**config.mk**
```make
export PLATFORM = sky130hd
export DESIGN_NAME = gcd_stein_rtl
export DESIGN_NICKNAME = d
export VERILOG_FILES = /design/src/rtl/gcd_stein_rtl.sv
export SDC_FILE = /design/constraint.sdc
export NUM_CORES = 1
export LEC_CHECK = 0
export ABC_CLOCK_PERIOD_IN_PS = 4300
export CORE_UTILIZATION = 45
export CTS_CLUSTER_SIZE = 10
export DETAILED_ROUTE_END_ITERATION = 16
export DONT_BUFFER_PORTS = 1
export GPL_TIMING_DRIVEN = 0
export PLACE_DENSITY = 0.67
export SLEW_MARGIN = 20
export SYNTH_ARGS = -nofsm -noshare
export SYNTH_HDL_FRONTEND = slang
export SYNTH_SLANG_ARGS = --single-unit
```
**constraint.sdc**
```tcl
create_clock -name clk -period 4.3 [get_ports clk]
set_input_delay 1.075 -clock clk [delete_from_list [all_inputs] [get_ports clk]]
set_output_delay 1.075 -clock clk [all_outputs]
set_load 0.03 [all_outputs]
```
**src/rtl/gcd_stein_rtl.sv**
```systemverilog
// Iterative binary (Stein) GCD engine: shifts and subtracts only, start/rdy handshake.
// Returns the unsigned GCD magnitude and the number of cycles the operation took.
module gcd_stein_rtl #(
   parameter int NBits     = 8,
   parameter bit SIGNED_IN = 1'b1,
   localparam int CW       = $clog2(4*NBits) + 1
) (
   input  logic             clk,
   input  logic             rst,
   input  logic             start,
   input  logic [NBits-1:0] xi,
   input  logic [NBits-1:0] yi,
   output logic [NBits-1:0] xo,
   output logic             rdy,
   output logic             busy,
   output logic [CW-1:0]    cycles
);

   localparam int KW = $clog2(NBits) + 1;

   typedef enum logic [1:0] {IDLE, ABS, COMMON, REDUCE} state_t;

   state_t           state, state_nxt;
   logic [NBits-1:0] a, a_nxt, b, b_nxt;
   logic [KW-1:0]    k, k_nxt;
   logic [CW-1:0]    cnt, cnt_nxt, cnt_inc;
   logic [NBits-1:0] xo_nxt;
   logic             rdy_nxt, busy_nxt;
   logic [CW-1:0]    cycles_nxt;
   logic [NBits-1:0] abs_a, abs_b;

   // Negating the most negative value wraps to 2^(NBits-1), which is its true magnitude.
   assign abs_a   = (SIGNED_IN && a[NBits-1]) ? -a : a;
   assign abs_b   = (SIGNED_IN && b[NBits-1]) ? -b : b;
   assign cnt_inc = (cnt == {CW{1'b1}}) ? cnt : cnt + 1'b1;

   always_comb begin
      state_nxt  = state;
      a_nxt      = a;
      b_nxt      = b;
      k_nxt      = k;
      cnt_nxt    = cnt;
      xo_nxt     = xo;
      rdy_nxt    = 1'b0;
      busy_nxt   = busy;
      cycles_nxt = cycles;
      case (state)
         IDLE: begin
            if (start) begin
               a_nxt     = xi;
               b_nxt     = yi;
               cnt_nxt   = '0;
               busy_nxt  = 1'b1;
               state_nxt = ABS;
            end
         end
         ABS: begin
            a_nxt   = abs_a;
            b_nxt   = abs_b;
            k_nxt   = '0;
            cnt_nxt = cnt_inc;
            if (abs_a == '0 || abs_b == '0) begin
               xo_nxt     = abs_a | abs_b;
               rdy_nxt    = 1'b1;
               busy_nxt   = 1'b0;
               cycles_nxt = cnt_inc;
               state_nxt  = IDLE;
            end else begin
               state_nxt = COMMON;
            end
         end
         COMMON: begin
            cnt_nxt = cnt_inc;
            if (!a[0] && !b[0]) begin
               a_nxt = a >> 1;
               b_nxt = b >> 1;
               k_nxt = k + 1'b1;
            end else begin
               state_nxt = REDUCE;
            end
         end
         REDUCE: begin
            cnt_nxt = cnt_inc;
            if (a == b) begin
               xo_nxt     = a << k;
               rdy_nxt    = 1'b1;
               busy_nxt   = 1'b0;
               cycles_nxt = cnt_inc;
               state_nxt  = IDLE;
            end else if (!a[0]) begin
               a_nxt = a >> 1;
            end else if (!b[0]) begin
               b_nxt = b >> 1;
            end else if (a > b) begin
               a_nxt = (a - b) >> 1;
            end else begin
               b_nxt = (b - a) >> 1;
            end
         end
         default: state_nxt = IDLE;
      endcase
   end

   always_ff @(posedge clk) begin
      if (rst) begin
         state  <= IDLE;
         a      <= '0;
         b      <= '0;
         k      <= '0;
         cnt    <= '0;
         xo     <= '0;
         rdy    <= 1'b0;
         busy   <= 1'b0;
         cycles <= '0;
      end else begin
         state  <= state_nxt;
         a      <= a_nxt;
         b      <= b_nxt;
         k      <= k_nxt;
         cnt    <= cnt_nxt;
         xo     <= xo_nxt;
         rdy    <= rdy_nxt;
         busy   <= busy_nxt;
         cycles <= cycles_nxt;
      end
   end

endmodule

```
Yosys cells after proc, flatten, opt, wreduce, memory -nomap -nowiden
Index checks and enable logic that the tools add are counted.
- bits in registers: 44
- input bits: 19
- output and inout bits: 16
- logic and storage cells: 93
- add/subtract/negate cells: 6
- $lt $le $gt $ge: 1
- eq/ne operators: 15
- shift-type cells: 1
- mux-type cells: 39
- bitwise operators: 1
- reduce and logical (&&, ||, !) cells: 19
- operator list (kind ; number):
    $mux W8 ; 16
    $pmux W8 S4 ; 2
    $mux W6 ; 4
    $pmux W6 S2 ; 2
    $logic_not A8 Y1 ; 2
    $neg A8 Y8 ; 2
    $pmux W8 S2 ; 1
    $sub A8 B8 Y8 ; 2
    $ne A2 B2 Y1 const B ; 7
    $reduce_and A5 Y1 ; 2
    $ne A3 B3 Y1 const B ; 3
    $reduce_and A3 Y1 ; 3
    $eq A8 B8 Y1 ; 1
    $gt A8 B8 Y1 ; 1
    $mux W2 ; 4
    $or A8 B8 Y8 ; 1
    $pmux W2 S4 ; 1
    $pmux W4 S2 ; 1
    $reduce_and A4 Y1 ; 2
    $shl A8 B4 Y8 ; 1
    $add A6 B1 Y6 const B ; 1
    $eq A6 B6 Y1 const B ; 1
    $mux W1 ; 5
    $add A4 B1 Y4 const B ; 1
    13 further kinds ; 16

Depth between registers and ports, before layout
- word-level depth: 6
- mapped depth: 12
- depth with buffers taken out: 10

Worst setup path after synthesis
OpenSTA, ideal clock, no wires.
- path type: flip-flop to flip-flop
- start point: reg a[5]
- end point: reg b[3]
- library setup time: 0.101 ns
- arrival: 2.955 ns
- required time: 4.199 ns
- setup slack: 1.244 ns
- stages on the path, launching flop included: 12
- path buffers: 4
- period minus slack after synthesis: 3.056 ns
- path through: dfxtp_1 > clkbuf_1 > inv_1 > ha_1 > clkbuf_1 > nand4_1 > or4_1 > clkbuf_1 > o21ai_1 > o21ai_0 > clkbuf_1 > o41ai_1
- longest elaborated chain between the ends: 3
- elaborated cells on any way between the ends: 5
- those cells by class: order compare: 1; eq/ne: 3; reduce/logical: 1
- RTL lines (item ; line ; source):
    start: declaration ; 24 ; logic [NBits-1:0] a, a_nxt, b, b_nxt;
    start signal: assignment ; 117 ; a <= a_nxt;
    $gt A8 B8 Y1 / $eq A8 B8 Y1 (equally long branches) ; 94, 84 ;
    $ne A3 B3 Y1 (no source line) / $ne A2 B2 Y1 (equally long branches) ; - ;
    $reduce_and A5 Y1 (no source line) * ; - ;
    end signal: assignment ; 118 ; b <= b_nxt;
    end: declaration ; 24 ;
Every way passes the cells marked *; elsewhere a longest branch is shown, timed or not.
A chain may end at the register's enable or synchronous reset.

Worst setup path after layout
- start point: reg a[0]
- end point: reg cycles[2]
- longest elaborated chain between the ends: 6
- elaborated cells on any way between the ends: 8
- those cells by class: add/sub: 1; eq/ne: 3; mux: 1; reduce/logical: 3
- RTL lines (item ; line ; source):
    $neg A8 Y8 ; 33 ; assign abs_a = (SIGNED_IN && a[NBits-1]) ? -a : a;
    $mux W8 ; 33 ;
    $logic_not A8 Y1 ; 62 ; if (abs_a == '0 || abs_b == '0) begin
    $logic_or A1 B1 Y1 ; 62 ;
    $ne A2 B2 Y1 (no source line) ; - ;
    $reduce_and A3 Y1 (no source line) * ; - ;
    end signal: assignment ; 124 ; cycles <= cycles_nxt;
    end: declaration ; 16 ; output logic [CW-1:0] cycles
Marks and branches as above.

==> flow_metrics.py <==
metrics = {
    "outcome": {
        "status": "complete, no violations",
    },
    "yosys": {
        "synth-simple-area-share_pct": 21.63,
        "synth_top_family_by_area": "compound AO/OA/AOI/OAI gates",
        "synth_seq_cells": 44,
        "synth.avg_cell_area_um2": 7.679,
        "synth_compound_gate_area_share_pct": 25.82,
        "synth_xor_area_share_pct": 4.128,
        "yosysSeqAreaShare_pct": 21.85,
        "synthAdderAreaFrac_pct": 7.821,
        "syn_area_um2": 4031,
        "syn-instance-count": 525,
        "synth-main-ff-cell": "dfxtp_1",
        "synthMuxAreaShare_pct": 11.45,
        "synth_fp_nets": 568,
        "synth.distinct_cells": 63,
        "ys_warn_count": 0,
        "synth-edff-count": 0,
        "async_flop_share_pct": 0,
    },
    "setup_path": {
        "slowest_stage": "a211oi_1",
        "path_cells": "clkbuf_1 > inv_1 > ha_1 > nor4bb_1 > a211oi_1 > nand3_1 > a2111oi_0 > a211oi_2 > buf_6 > mux2_4",
        "cp_max_fo": 10,
        "worstSetupPathType": "flop to flop",
        "cp.arrival_ns": 4.00,
        "path_delay_family": "compound AO/OA/AOI/OAI gates",
        "cp-end-kind": "flop",
        "crit_buf_inv": 3,
        "critPathMaxStageDelay_ns": 0.62,
        "cp.required_ns": 4.51,
        "cp-start-kind": "flop",
    },
    "global_routing": {
        "grt_pass1_vias": 3872,
        "grt_overflow": 0,
        "grt_first_pass_wirelength_um": 20330,
        "antenna_found_initial": 0,
        "grt_max_degree": 15,
        "grtUsageTotal_pct": 27.44,
    },
    "place": {
        "io_buffers": 0,
        "gp_congestion": 1.003,
        "dp.cells": 633,
        "hpwl_um": 9736,
        "pre_cts_ws_ns": 0.3494,
    },
    "cells_and_area": {
        "fin_nets": 575,
        "seq_area_um2": 880.8,
        "multi_input_area_um2": 2860,
        "drive_gt1_share_pct": 5.629,
        "n_antenna_cell": 0,
        "area_growth_pct": 5.866,
        "final_cells": 641,
        "fill_cells": 907,
    },
    "routing": {
        "wire_per_inst_um": 19.90,
        "drt_iter0_drc": 329,
        "num_vias": 4107,
        "dr.pass1.iters": 8,
        "ant_nets": 0,
        "drcViolationCount": 0,
        "viasPerCell": 6.407,
        "wl_um": 12760,
    },
    "floorplanning": {
        "rows": 34,
        "die_w_um": 96.65,
        "pin_count": 35,
        "initial_core_util_pct": 46.45,
        "die_area_um2": 9341,
        "core_um2": 8678,
        "die_h_um": 96.65,
    },
    "clocking": {
        "cts_tree": "yes",
        "clock_path_buffers": 2,
        "path_clk_slew_ns": 0.10,
        "clkSinkCount": 44,
        "cts_hold_buf": 0,
        "htree_levels": 2,
        "cts-root-buf": "clkbuf_8",
        "cts_buffers": 5,
        "cts_setup_buffers": 0,
        "clk_latency_ns": 0.31,
        "cts_resized": 0,
    },
    "sta": {
        "grt_setup_unrepaired": "false",
        "tightestPinTransition_ns": 0.6979,
        "maxSlewHeadroom_pct": 53.19,
        "min_period_ns": 3.792,
        "drv_slew": 0,
        "skew_ns": 0.007195,
        "fmax_mhz": 263.7,
        "hold_viol": 0,
        "setup_ws_ns": 0.5080,
        "finalCritPeriodShare_pct": 88.19,
        "setup_tns_ns": 0,
        "setup_viol": 0,
    },
    "min_path": {
        "hold_class": "flop to flop",
    },
    "power_and_ir_drop": {
        "power_leakage_nw": 1.541,
        "peakVddDrop_v": 0.0002300,
        "power.density_nw_per_um2": 713.7,
    },
    "flow_run": {
        "maxCapViolations": 0,
    },
}
report_power, final:
part / internal, mW / total, mW / switching, mW
sequential: 0.495 / 0.625 / 0.131
combinational: 0.778 / 2.12 / 1.35
clock: 0.131 / 0.296 / 0.166
total: 1.40 / 3.05 / 1.64
area by class of cell:
class,instances,area share [%]
inverter,28,2.463
tap,108,3.166
buffer,46,4.427
multi-input combinational,407,67.02
clock inverter,2,0.3518
sequential,44,20.64
clock buffer,6,1.935
cells in the mapped netlist, types with 3 or more instances:
library cell   n  share of area [%]
mux2i_1       27                6.7
and3_1         3               0.47
nand2b_1       4               0.62
o311ai_0       3               0.65
a31oi_1        7                1.1
a21o_1         5               0.93
or4_1          3               0.56
nand2_1       25                2.3
o31ai_1        4               0.74
inv_1         27                2.5
nor3_1        13                1.6
a21oi_1       39                4.8
mux2_4         6                2.2
nor2b_1       18                2.8
o21ai_0       36                4.5
nand4_1        7                1.1
a22oi_1        9                1.7
and2_1         3               0.47
xnor2_1       17                3.7
nand3_1       11                1.4
a2111oi_0      3               0.65
dfxtp_1       44                 22
o21a_1         3               0.56
ha_1          22                6.8
a311oi_1       3               0.65
o41ai_1       10                2.2
nor4_1         3               0.47
a211oi_1       6                1.1
nor2_1        49                4.6
mux2_2         7                2.0
buf_1          4               0.37
o211ai_1       6                1.1
nor3b_1        5               0.93
nand3b_1      15                2.8
or3_1          4               0.62
clkbuf_1      39                3.6
sequential cells by signal (all words and copies together), names as in the netlist, 4 cells and up, named ones only:
register / cells
b: 8
cnt: 6
cycles: 6
xo: 8
k: 4
a: 8
routing by layer:
metal,global-route usage (%),wire [um],vias to the layer above
met2,42.15,5514,180
li1,-,-,1927
met5,0,0,-
met1,39.13,5957,1971
met3,3.468,964,29
met4,10.22,320,0
worst min-delay path: cells and delay by family, from the launching register on:
kind               cells  cell delay, ns
DFF                    1            0.39
and+or+nand+nor        1            0.08
AOI/OAI and AO/OA      1            0.09
cells by family after synthesis:
family                   count (synthesis)
AO/OA/AOI/OAI                          156
XOR/XNOR                                19
adder cells (fa/ha/maj)                 24
buffers and inverters                   74
flip-flops                              44
multiplexers                            41
AND/OR/NAND/NOR                        167
cell usage in the layout, fill, tap and decap left out, drive strengths merged, types with 5 or more instances in the layout:
cell type,count
nand2,25
xnor2,17
mux2i,27
nor2b,18
a31oi,7
dfxtp,44
o21ai,37
a211oi,7
nor2,49
nor3b,5
buf,7
mux2,13
a22oi,9
clkbuf,45
a21o,5
o211ai,6
nor3,13
nand3b,15
nand3,11
a21oi,39
o41ai,10
ha,22
inv,27
nand4,7
per-stage QoR:
stage               hold WS (ns)  power, mW  utilization [%]  cell area (um2)
floorplan                 0.5276      2.165                -             4031
global placement          0.5633      2.671            48.01             4167
detailed placement        0.5732      2.683            48.01             4167
CTS                       0.5996      2.984            49.13             4264
global route              0.6329      3.260            49.18             4268
finish                    0.5897      3.046            49.18             4268
worst paths after layout:
path | from | to | slack, ns | depth (start not counted)
hold reg to reg | cnt[1]$_SDFFE_PP0N_ | cnt[1]$_SDFFE_PP0N_ | 0.59 | 2
setup / recovery | a[0]$_SDFFE_PP0P_ | cycles[2]$_SDFFE_PP0P_ | 0.51 | 10
setup reg to reg | a[0]$_SDFFE_PP0P_ | cycles[2]$_SDFFE_PP0P_ | 0.51 | 10
hold / removal | cnt[1]$_SDFFE_PP0N_ | cnt[1]$_SDFFE_PP0N_ | 0.59 | 2
No activity file was read; power rests on OpenSTA's default activity.
